## config.mk

```make
export PLATFORM = sky130hd
export DESIGN_NAME = ssd_scan_capture
export DESIGN_NICKNAME = d
export VERILOG_FILES = /design/src/rtl/ssd_scan_capture.sv
export SDC_FILE = /design/constraint.sdc
export NUM_CORES = 1
export LEC_CHECK = 0
export BUFFER_PORTS_ARGS = -buffer_cell sky130_fd_sc_hd__buf_2
export CAP_MARGIN = 20
export CORE_MARGIN = 2
export CORE_UTILIZATION = 53
export DETAILED_ROUTE_END_ITERATION = 16
export HOLD_SLACK_MARGIN = 0.05
export PLACE_DENSITY = 0.85
export SLEW_MARGIN = 20
export SYNTH_ARGS = -nofsm -noshare
export SYNTH_HDL_FRONTEND = slang
export SYNTH_SLANG_ARGS = --single-unit
```

## constraint.sdc

```tcl
create_clock -name ClkPort -period 2.8 [get_ports ClkPort]
set_clock_uncertainty 0.1 [all_clocks]
set_input_delay 0.42 -clock ClkPort [delete_from_list [all_inputs] [get_ports ClkPort]]
set_output_delay 0.42 -clock ClkPort [all_outputs]
set_load 0.02 [all_outputs]
```

## src/rtl/ssd_scan_capture.sv

```systemverilog
// Purpose: loopback monitor that rebuilds a 16-bit hex word from the multiplexed 4-digit SSD bus.
// Latency: captures a vector STABLE_CYCLES+1 edges after it is first sampled; outputs registered on that capture edge.
// Backpressure: none; a passive observer that never stalls the bus it watches.
//
// Ports:
//   ClkPort, Reset_n : system clock, asynchronous active-low reset
//   an_n[3:0]        : anode lines, bit i = digit i, active-low
//   cath_n[7:0]      : {a,b,c,d,e,f,g,Dp}, active-low
//   digits[15:0]     : last complete frame {digit3,digit2,digit1,digit0}
//   dp[3:0]          : decimal points of the last frame, 1 = lit
//   frame_valid      : one-cycle pulse when digits/dp update
//   anode_err        : one-cycle pulse, stable anode vector had several active anodes
//   pattern_err      : one-cycle pulse, stable segment pattern was not a hex glyph
//   err_sticky[1:0]  : {pattern, anode} error seen since reset
module ssd_scan_capture #(
    parameter int STABLE_CYCLES = 16
) (
    input  logic        ClkPort,
    input  logic        Reset_n,
    input  logic [3:0]  an_n,
    input  logic [7:0]  cath_n,
    output logic [15:0] digits,
    output logic [3:0]  dp,
    output logic        frame_valid,
    output logic        anode_err,
    output logic        pattern_err,
    output logic [1:0]  err_sticky
);

    localparam logic [15:0] CNT_LAST = 16'(STABLE_CYCLES - 1);
    localparam logic [15:0] CNT_MAX  = 16'(STABLE_CYCLES);

    // Two-flop synchronizer; resets to the idle bus (everything dark).
    logic [11:0] sync_meta;
    logic [11:0] sync_q;

    always_ff @(posedge ClkPort or negedge Reset_n) begin
        if (!Reset_n) begin
            sync_meta <= '1;
            sync_q    <= '1;
        end else begin
            sync_meta <= {an_n, cath_n};
            sync_q    <= sync_meta;
        end
    end

    // The vector about to enter sync_q is compared with the one it replaces,
    // so the count restarts on the same edge the new vector appears at the
    // synchronizer output. A metastable resolution in the first stage can only
    // restart the count, never produce a capture.
    logic        vec_match;
    logic [15:0] cnt;
    logic        strobe;

    assign vec_match = (sync_meta == sync_q);
    assign strobe    = vec_match && (cnt == CNT_LAST);

    always_ff @(posedge ClkPort or negedge Reset_n) begin
        if (!Reset_n) begin
            cnt <= '0;
        end else if (!vec_match) begin
            cnt <= '0;
        end else if (cnt < CNT_MAX) begin
            cnt <= cnt + 16'd1;
        end
    end

    // abcdefg (active-low) to {legal, nibble}.
    function automatic logic [4:0] glyph_decode(input logic [6:0] seg);
        logic [4:0] r;
        case (seg)
            7'b0000001: r = {1'b1, 4'h0};
            7'b1001111: r = {1'b1, 4'h1};
            7'b0010010: r = {1'b1, 4'h2};
            7'b0000110: r = {1'b1, 4'h3};
            7'b1001100: r = {1'b1, 4'h4};
            7'b0100100: r = {1'b1, 4'h5};
            7'b0100000: r = {1'b1, 4'h6};
            7'b0001111: r = {1'b1, 4'h7};
            7'b0000000: r = {1'b1, 4'h8};
            7'b0000100: r = {1'b1, 4'h9};
            7'b0001000: r = {1'b1, 4'hA};
            7'b1100000: r = {1'b1, 4'hB};
            7'b0110001: r = {1'b1, 4'hC};
            7'b1000010: r = {1'b1, 4'hD};
            7'b0110000: r = {1'b1, 4'hE};
            7'b0111000: r = {1'b1, 4'hF};
            default:    r = {1'b0, 4'h0};
        endcase
        return r;
    endfunction

    logic [3:0]  an_cur;
    logic        an_one;
    logic        an_bad;
    logic [1:0]  dig_idx;
    logic        glyph_ok;
    logic [3:0]  glyph_nib;
    logic [3:0]  seen;
    logic [15:0] shadow;
    logic [3:0]  dp_shadow;
    logic [15:0] shadow_upd;
    logic [3:0]  dp_upd;
    logic [3:0]  seen_upd;

    assign an_cur                = sync_q[11:8];
    assign {glyph_ok, glyph_nib} = glyph_decode(sync_q[7:1]);

    always_comb begin
        an_one  = 1'b0;
        an_bad  = 1'b0;
        dig_idx = 2'd0;
        case (an_cur)
            4'b1111: ;                              // blanked bus
            4'b1110: begin an_one = 1'b1; dig_idx = 2'd0; end
            4'b1101: begin an_one = 1'b1; dig_idx = 2'd1; end
            4'b1011: begin an_one = 1'b1; dig_idx = 2'd2; end
            4'b0111: begin an_one = 1'b1; dig_idx = 2'd3; end
            default: an_bad = 1'b1;
        endcase
    end

    // Shadow contents as they would be with the current capture applied, so a
    // completing capture can publish its own digit on the same edge.
    always_comb begin
        shadow_upd                        = shadow;
        dp_upd                            = dp_shadow;
        seen_upd                          = seen;
        shadow_upd[{dig_idx, 2'b00} +: 4] = glyph_nib;
        dp_upd[dig_idx]                   = ~sync_q[0];
        seen_upd[dig_idx]                 = 1'b1;
    end

    always_ff @(posedge ClkPort or negedge Reset_n) begin
        if (!Reset_n) begin
            seen        <= '0;
            shadow      <= '0;
            dp_shadow   <= '0;
            digits      <= '0;
            dp          <= '0;
            frame_valid <= 1'b0;
            anode_err   <= 1'b0;
            pattern_err <= 1'b0;
            err_sticky  <= '0;
        end else begin
            frame_valid <= 1'b0;
            anode_err   <= 1'b0;
            pattern_err <= 1'b0;
            if (strobe) begin
                if (an_bad) begin
                    anode_err     <= 1'b1;
                    err_sticky[0] <= 1'b1;
                    seen          <= '0;
                end else if (an_one) begin
                    if (!glyph_ok) begin
                        pattern_err   <= 1'b1;
                        err_sticky[1] <= 1'b1;
                        seen          <= '0;
                    end else begin
                        shadow    <= shadow_upd;
                        dp_shadow <= dp_upd;
                        if (seen_upd == 4'b1111) begin
                            digits      <= shadow_upd;
                            dp          <= dp_upd;
                            frame_valid <= 1'b1;
                            seen        <= '0;
                        end else begin
                            seen <= seen_upd;
                        end
                    end
                end
            end
        end
    end

endmodule

```

==> metrics.txt <==
status=completed; P&R area growth vs syn=18.0%; maximum number of pins on one net before global-route repair=53; Sw Share=0.245; sequential power share=0.561; 1st-pass router iterations=4; number of filler cells placed in the layout=575; Achievable Freq=371 MHz; clock period minus worst slack=2.70 ns; number of nets produced by synthesis=370; Min-Delay Path Class=primary input to flip-flop; global-route met1 utilization=0.260; Tot GR Track Use=0.209; PD cells=492 mW/mm²; CP Max Fanout=11; detailed placement HPWL=5650 µm; Routed WL=8320 µm; remaining max-slew budget at the tightest pin=0.549; drc violations=0; total of endpoints with negative setup slack in the final report=0; P_leak=0.00235 µW; row cnt=32; core area=0.00765 mm²; total negative slack for setup checks=0 ns; number of instances in the synthesized netlist=349; Worst Tran Pin Value=0.677 ns; antenna violations before repair=0; critical path required time=2.95 ns; critical path data arrival time=2.85 ns; remaining global-route overflow=0; antenna diode instance count=0; met2 global-route usage=0.355; GR peak layer=met2; register area=0.00226 mm²; met3 Resource Use GR=0.0468; fraction of layout cells with a size suffix above 1=0.310; type of the worst setup path=flip-flop to flip-flop; Clk Latency, worst-skew pair=0.36 ns; core utilization of the finished layout=0.636; average via count per standard cell=5.59; Area contributors post-synth=dfrtp_1 39%, dfstp_2 15%, mux2_4 6.2%, o2bb2ai_1 3.0%, xnor2_1 2.8%; Port Buffer Count=38; clock tree from TritonCTS=done; Post-synth EDFFs=0; fraction of post-synthesis cell area in the top cell type by area=0.395; part of the power in the clock network=0.367; I/O Pins=39; root buffer cell=clkbuf_8; global-route wire length before repair=14000 µm; sequential element share of the synthesized area=0.547; biggest area consumer among synthesized cells=dfrtp_1; most frequently used cell type in the post-synthesis netlist=dfrtp_1; placer's final routability congestion estimate=0.874; setup repair after global routing missed its margin=no; Seq cells post-synth=89; post-layout net count=432; FFs w/ async S/R, synth=1.00; Critical Path End Type=flip-flop; Clock Path Buffers=2; Startpoint Class=flip-flop; design internal power=1810 µW; routed via count=2898; final worst setup slack=0.103 ns; warning count from the yosys run=0; post-CTS setup buffer count=0; max-capacitance violation count=0; Yosys cell types=52; width of the die=92.2 µm; Sinks on Clock Net=89; clock-pin slew reported for the worst setup and hold paths after clock tree synthesis=0.09 ns; number of buffers inserted during clock tree synthesis=9; pins over their slew limit=0; leading post-synthesis cells by instance count=65 x dfrtp_1, 24 x dfstp_2, 22 x inv_1, 17 x mux2_4, 15 x nand3_1; post-synthesis instance area=0.00412 mm²; worst setup timing slack at the placement stage=0.0259 ns; Initial Utilization=0.539; Final Cycle Share=0.963; H-tree Lvls=3; wire per inst=16.1 µm; DRT antenna net count=0; number of failing hold endpoints at the final stage=0; ys flop type=dfrtp_1; net switching power of the design=586 µW; average footprint of a synthesized cell=11.8 µm²; vertical die dimension=92.2 µm; cell area after placement=0.00453 mm²; vias in the first global route=2955; initial DRC count=166; Design Area, Final=0.00486 mm²; total die area=0.00850 mm²; area of the multi-input gates=0.00173 mm²; fraction of power consumed by combinational cells=0.072; VDD IR-drop max=0.360 mV
-- worst paths after layout --
| kind | from | endpoint | slack (ns) | cells after the start |
|---|---|---|---|---|
| min in group asynchronous | Reset_n | digits[12] | 0.54 | 2 |
| setup reg to reg | sync_q[2] | digits[6] | 0.10 | 6 |
| setup / recovery | sync_q[2] | digits[6] | 0.10 | 6 |
| hold / removal | cath_n[0] | sync_meta[0] | 0.06 | 1 |
| hold reg to reg | sync_meta[1] | sync_q[1] | 0.27 | 0 |
| max in group asynchronous | Reset_n | sync_q[3] | 1.35 | 3 |
-- layout by cell type (no fill, tap or decap), types with 3 or more instances in the layout --
cell / n
nor2b_1: 5
buf_4: 19
o21a_1: 3
o2bb2ai_1: 14
and3b_1: 3
dfstp_2: 24
and2_1: 13
inv_1: 21
dfrtp_1: 65
nand3_1: 13
nor3_1: 3
mux2_4: 17
nand2_1: 13
nand4_1: 7
xnor2_1: 13
buf_2: 37
clkbuf_8: 9
a41oi_1: 4
nor3b_1: 4
and3_1: 6
nor4_1: 6
ha_1: 7
nor2_1: 14
a22o_1: 10
o21ai_0: 12
mux2i_1: 11
a21oi_1: 6
dlygate4sd3_1: 12
-- worst max-delay path, stage by stage, from the launching register on --
cell and delay [ns]:
dfstp_2 0.53, or4b_4 0.46, or4_4 0.45, nand3_4 0.07, or3_4 0.13, or3b_4 0.50, mux2_4 0.34
-- registers in the layout (all words and copies together) (netlist names) --
signal	count
anode_err	1
frame_valid	1
dp_shadow	4
cnt	16
sync_meta	12
digits	16
shadow	16
err_sticky	2
seen	4
sync_q	12
dp	4
pattern_err	1
-- power groups by stage --
stage          sequential, µW  combinational (µW)  clock [µW]
2_1_floorplan            1350                 101           0
3_3_place_gp             1360                 155           0
3_5_place_dp             1370                 159           0
4_1_cts                  1340                 172         898
5_1_grt                  1350                 192         950
6_report                 1340                 173         879
-- metal layers --
layer | part of all wire | vias to the layer above
met5 | 0 | -
met3 | 0.045 | 16
met4 | 0.019 | 0
met2 | 0.51 | 80
li1 | - | 1375
met1 | 0.43 | 1427
-- layout make-up --
cell class	instances	area share
clock buffers	10	0.0262
clock inverters	6	0.0139
inverters	22	0.0170
multi-input cells	220	0.356
flip-flops and latches	89	0.464
well taps	102	0.0262
repair buffers	69	0.0962
-- logic make-up (layout without fill, tap and decap cells) --
group,Yosys count,after routing,synth area share
flip-flops,89,89,0.547
buffers and inverters,41,107,0.0437
XOR/XNOR,15,15,0.0319
multiplexers,29,29,0.0914
adder cells (fa/ha/maj),8,8,0.0237
AND/OR/NAND/NOR,104,105,0.149
AO/OA/AOI/OAI,63,63,0.113
-- metrics by stage --
stage	hold WS, ns	std cells	power (µW)
after floorplan	0.0244	349	1450
after global placement	0.262	489	1520
after detailed placement	0.263	489	1520
after CTS	0.0501	517	2410
after global routing	0.0504	518	2490
final	0.0638	518	2390
-- what timing repair did --
action	in CTS	in global routing
hold buffers	12	0
setup endpoints to repair	0	19
hold endpoints to repair	60	0
resized for setup	0	3
(Power assumes the default switching activity.)
